### config.mk
export PLATFORM = sky130hd
export DESIGN_NAME = cat_trap_core
export DESIGN_NICKNAME = d
export VERILOG_FILES = /design/src/rtl/cat_trap_core.sv
export SDC_FILE = /design/constraint.sdc
export NUM_CORES = 1
export LEC_CHECK = 0
export CAP_MARGIN = 20
export CORE_AREA = 2 2 108 152
export DETAILED_ROUTE_END_ITERATION = 16
export DIE_AREA = 0 0 110 154
export GPL_TIMING_DRIVEN = 0
export PLACE_DENSITY_LB_ADDON = 0.3
export REMOVE_ABC_BUFFERS = 1
export SKIP_LAST_GASP = 1
export SYNTH_ARGS = -nofsm -noshare
export SYNTH_HDL_FRONTEND = slang
export SYNTH_SLANG_ARGS = --single-unit
### constraint.sdc
create_clock -name clk -period 9.4 [get_ports clk]
set_input_delay 1.41 -clock clk [delete_from_list [all_inputs] [get_ports clk]]
set_output_delay 1.41 -clock clk [all_outputs]
set_load 0.005 [all_outputs]
### src/rtl/cat_trap_core.sv
// cat_trap_core: "trap the cat" game core with a cursor, a blocked-cell map, a
// greedy N/W/S/E cat and a registered per-cell query port for the renderer.
module cat_trap_core #(
  parameter int GRID = 8,
  parameter int CW   = 4
) (
  input  logic          clk,
  input  logic          Reset,
  input  logic          BtnC,
  input  logic          BtnU,
  input  logic          BtnD,
  input  logic          BtnL,
  input  logic          BtnR,
  input  logic [CW-1:0] q_x,
  input  logic [CW-1:0] q_y,
  output logic          q_blocked,
  output logic          q_cat,
  output logic          q_cursor,
  output logic [2:0]    state,
  output logic [CW-1:0] cat_x,
  output logic [CW-1:0] cat_y,
  output logic [CW-1:0] cur_x,
  output logic [CW-1:0] cur_y,
  output logic [7:0]    move_count
);
  localparam int N = GRID * GRID;
  localparam int IW = $clog2(N);
  localparam logic [CW-1:0] MAXC = CW'(GRID - 1);
  localparam logic [CW-1:0] CTR = CW'(GRID / 2);
  typedef enum logic [2:0] {
    START    = 3'b001,
    PLAY     = 3'b010,
    CAT_MOVE = 3'b011,
    GAMEOVER = 3'b100,
    GAMEWIN  = 3'b101
  } st_t;
  st_t st, nxt;
  logic [N-1:0] map;
  logic [4:0] btn, prev, edges;
  logic armed;
  logic act_c, act_u, act_d, act_l, act_r;
  logic cur_is_cat, cur_blk, place;
  logic n_free, w_free, s_free, e_free, any_free, border;
  logic [CW-1:0] nx, ny;
  logic q_in;
  function automatic logic [IW-1:0] idx(input logic [CW-1:0] x, input logic [CW-1:0] y);
    return IW'(y) * IW'(GRID) + IW'(x);
  endfunction
  assign state = st;
  assign btn = {BtnC, BtnU, BtnD, BtnL, BtnR};
  // the first cycle after reset only learns the levels, so held buttons stay silent
  assign edges = armed ? (btn & ~prev) : 5'b0;
  assign act_c = edges[4];
  assign act_u = edges[3] & ~edges[4];
  assign act_d = edges[2] & ~|edges[4:3];
  assign act_l = edges[1] & ~|edges[4:2];
  assign act_r = edges[0] & ~|edges[4:1];
  assign cur_is_cat = (cur_x == cat_x) && (cur_y == cat_y);
  assign cur_blk = map[idx(cur_x, cur_y)];
  assign place = act_c && !cur_blk && !cur_is_cat;
  // the cat is never on a border while moving, so +/-1 never leaves the grid
  assign n_free = !map[idx(cat_x, cat_y - 1'b1)];
  assign w_free = !map[idx(cat_x - 1'b1, cat_y)];
  assign s_free = !map[idx(cat_x, cat_y + 1'b1)];
  assign e_free = !map[idx(cat_x + 1'b1, cat_y)];
  assign any_free = n_free | w_free | s_free | e_free;
  assign nx = n_free ? cat_x : w_free ? cat_x - 1'b1 : s_free ? cat_x : cat_x + 1'b1;
  assign ny = n_free ? cat_y - 1'b1 : w_free ? cat_y : s_free ? cat_y + 1'b1 : cat_y;
  assign border = (nx == '0) || (ny == '0) || (nx == MAXC) || (ny == MAXC);
  assign q_in = ({1'b0, q_x} < (CW + 1)'(GRID)) && ({1'b0, q_y} < (CW + 1)'(GRID));
  always_ff @(posedge clk or posedge Reset)
    if (Reset) st <= START;
    else st <= nxt;
  always_comb begin
    nxt = st;
    unique case (st)
      START:    nxt = (act_c && cur_is_cat) ? PLAY : START;
      PLAY:     nxt = place ? CAT_MOVE : PLAY;
      CAT_MOVE: nxt = !any_free ? GAMEWIN : border ? GAMEOVER : PLAY;
      GAMEOVER,
      GAMEWIN:  nxt = act_c ? START : st;
      default:  nxt = START;
    endcase
  end
  always_ff @(posedge clk or posedge Reset)
    if (Reset) begin
      map <= '0;
      cat_x <= CTR;
      cat_y <= CTR;
      cur_x <= CTR;
      cur_y <= CTR;
      move_count <= '0;
      prev <= '0;
      armed <= 1'b0;
      q_blocked <= 1'b0;
      q_cat <= 1'b0;
      q_cursor <= 1'b0;
    end else begin
      prev <= btn;
      armed <= 1'b1;
      q_blocked <= q_in && map[idx(q_x, q_y)];
      q_cat <= q_in && (q_x == cat_x) && (q_y == cat_y);
      q_cursor <= q_in && (q_x == cur_x) && (q_y == cur_y);
      if (st == START || st == PLAY) begin
        if (act_u && cur_y != '0) cur_y <= cur_y - 1'b1;
        if (act_d && cur_y != MAXC) cur_y <= cur_y + 1'b1;
        if (act_l && cur_x != '0) cur_x <= cur_x - 1'b1;
        if (act_r && cur_x != MAXC) cur_x <= cur_x + 1'b1;
      end
      if (st == START && act_c && !cur_is_cat) map[idx(cur_x, cur_y)] <= !cur_blk;
      if (st == PLAY && place) begin
        map[idx(cur_x, cur_y)] <= 1'b1;
        move_count <= (move_count == 8'hff) ? move_count : move_count + 1'b1;
      end
      if (st == CAT_MOVE && any_free) begin
        cat_x <= nx;
        cat_y <= ny;
      end
      if ((st == GAMEOVER || st == GAMEWIN) && act_c) begin
        map <= '0;
        cat_x <= CTR;
        cat_y <= CTR;
        cur_x <= CTR;
        cur_y <= CTR;
        move_count <= '0;
      end
    end
endmodule
==> impl_metrics.json <==
{
  "avgSynthCellArea_sq_um": 9.57,
  "die_h_microns": 154,
  "power.internal_mw": 1.60,
  "switching_share_pct": 49.5,
  "synth-seq-area-share_pct": 29.9,
  "dieArea_sq_mm": 0.0169,
  "cts_setup_buffers": 0,
  "crit_type": "flip-flop to flip-flop",
  "remaining_drc_errors": 0,
  "comb_power_share_pct": 59.8,
  "start_util_pct": 54.2,
  "clock_latency_ns": 0.37,
  "num_rows": 54,
  "worst_slack_ns": 4.43,
  "syn2layout_area_growth_pct": 10.5,
  "cts_made_buffers": 9,
  "holdBufCountCts": 0,
  "die_x_microns": 110,
  "track_usage_pct": 32.6,
  "place.gp.congestion": 0.987,
  "timing.slew.headroom_pct": 23.1,
  "ys_seq_elements": 100,
  "cts_sinks": 100,
  "switching_power_mw": 1.56,
  "ys.flop_type": "dfrtp_1",
  "clock_path_buffers": 2,
  "nets": 923,
  "hold_violations": 0,
  "io_buffers": 44,
  "grt_pass1_vias": 7267,
  "final_max_slew_viol_count": 0,
  "r2r_slack_ns": 4.43,
  "p_per_area_mw_per_mm2": 341,
  "worst_pin_slew_ns": 1.15,
  "synthDistinctLibCells": 73,
  "max_freq_mhz": 201,
  "cts_tree": "built",
  "num_io_pins": 45,
  "synth_edf_count": 0,
  "route.vias.total": 7682,
  "max-cap-violations": 0,
  "dpl.hpwl_microns": 18600,
  "grt-ovfl-total": 0,
  "wire_per_inst_microns": 24.7,
  "p_seq_share_pct": 28.1,
  "clkTransAtPathRegs_ns": 0.08,
  "status": "completed",
  "grt_pass1_wl_microns": 41400,
  "antenna_found_initial": 1,
  "dp_slack_ns": 4.52,
  "vias_per_cell": 7.06,
  "drt_iter0_markers": 825,
  "cp.arrival_ns": 5.20,
  "htree_levels": 3,
  "p_leak_nw": 3.57,
  "final_layout_size_suffix_gt1_share_pct": 14.4,
  "syn_inst": 877,
  "drt_wl_total_microns": 26800,
  "final-setup-viol-count": 0,
  "layout_commonest_cell": "nand2_1",
  "path_max_fanout": 21,
  "synth_area_sq_mm": 0.00839,
  "post_cts_resized": 0,
  "finClkSkew_ns": 0.0116,
  "period_needed_ns": 4.97,
  "end_kind": "flip-flop",
  "yosysWarnings": 0,
  "rsz0062_at_grt": "no",
  "layout_worst_path_cycle_share_pct": 52.9,
  "grt_max_degree": 82,
  "fin_tns_setup_ns": 0,
  "synthArstFlopShare_pct": 100,
  "clkPwrFrac_pct": 12.1,
  "crit_required_ns": 9.63,
  "root_buffer": "clkbuf_16",
  "design.core.area_sq_mm": 0.0155,
  "hold_path.class": "flip-flop to flip-flop",
  "ant_nets": 0,
  "final_cell_mix": "nand2_1 (120), dfrtp_1 (93), a21oi_1 (84)",
  "start_kind": "flip-flop",
  "dr.pass1.iters": 6,
  "peakVddDrop_mv": 0.252
}
path summary, 6_finish.rpt:
kind,from,to,depth (start not counted)
worst min-delay path,move_count[7]$_DFFE_PP0P_,move_count[7]$_DFFE_PP0P_,2
worst max-delay path,cat_x[0]$_DFFE_PP0P_,state[2]$_DFFE_PP0P_,13
min in group asynchronous,Reset,map[37]$_DFF_PP0_,2
worst max register to register,cat_x[0]$_DFFE_PP0P_,state[2]$_DFFE_PP0P_,13
max in group asynchronous,Reset,state[0]$_DFFE_PP1P_,3
worst min register to register,move_count[7]$_DFFE_PP0P_,move_count[7]$_DFFE_PP0P_,2
cells by family (layout without fill, tap and decap cells):
group           after synthesis  count (layout)  synth area share, %
other cells                   1               2               0.0447
flops                       100             100                 29.9
fa+ha+maj                    22              22                 3.46
simple gates                285             285                 16.2
compound gates              226             226                 15.7
mux                         116             116                 25.0
buf+inv                      75              89                 4.11
xor+xnor                     52              52                 5.68
per-layer routing:
metal,GRT usage [%],share of wire [%],up-vias
met5,0,0,-
met4,21.8,7.9,0
met3,7.67,9.8,150
met2,50.5,47,492
met1,39.7,35,3744
li1,-,-,3296
power by group through the flow:
stage	logic, mW	registers, mW	clock network [mW]
final	1.89	0.887	0.384
after global routing	2.05	0.905	0.400
after CTS	1.85	0.873	0.385
after detailed placement	1.84	0.881	0
after global placement	1.76	0.900	0
after floorplan	1.35	0.783	0
cells in the mapped netlist (6+ instances only):
library cell  instances  area share [%]
nor3_1               15            0.89
xor2_1               20             2.1
nor2_1               49             2.2
ha_1                 20             3.0
buf_2                11            0.66
a22oi_1               6            0.54
nor2b_1              14             1.0
clkbuf_1             26             1.2
nand2b_1              6            0.45
nand3_1              24             1.4
inv_1                19            0.85
mux4_2               74              20
dfrtp_1              95              28
o21ai_0              78             4.7
mux2_2                7            0.94
or3_1                 7            0.52
nor4_1                8            0.60
o22ai_1               7            0.52
nand2_1             120             5.4
nand4_1               6            0.45
mux2i_1              35             4.2
a21oi_1              84             5.0
xnor2_1              30             3.1
a211oi_1              9            0.80
and2_1               11            0.82
buf_1                10            0.45
critical path, cell delays in order, from the launching register on:
cell and delay (ns):
dfrtp_2 0.67, inv_1 0.29, ha_1 0.98, buf_16 0.24, mux4_2 0.36, a311oi_1 0.29
o211ai_1 0.13, o21ai_0 0.10, a2111o_1 0.49, mux4_2 0.57, mux2i_1 0.15, o31ai_1 0.08
a31oi_1 0.31, o22ai_1 0.15
registers in the layout, summed over array words and instances, names as in the netlist:
signal and flops:
armed 1, cat_x 4, cat_y 4, cur_x 4
cur_y 4, map 64, move_count 8, prev 5
q_blocked 1, q_cat 1, q_cursor 1, state 3
layout make-up:
| cell class | instances | area [sq um] |
|---|---|---|
| clock inverters | 6 | 56.3 |
| clock buffers | 10 | 239 |
| flip-flops and latches | 100 | 2510 |
| inverters | 21 | 81.3 |
| multi-input cells | 702 | 5560 |
| diodes | 1 | 2.50 |
| well taps | 196 | 245 |
| fillers | 1291 | 6200 |
| repair buffers | 52 | 581 |
per-stage QoR:
stage	hold slack (ns)	area, sq um	utilization, %	power (mW)	instances
finish	0.582	9270	59.9	3.16	1088
global route	0.614	9270	59.9	3.35	1087
CTS	0.586	9260	59.9	3.11	1086
detailed placement	0.566	8970	58.0	2.72	1070
global placement	0.554	8810	57.0	2.66	1063
floorplan	0.548	8130	-	2.13	823
Note: power is estimated with default switching activity, not from simulation.
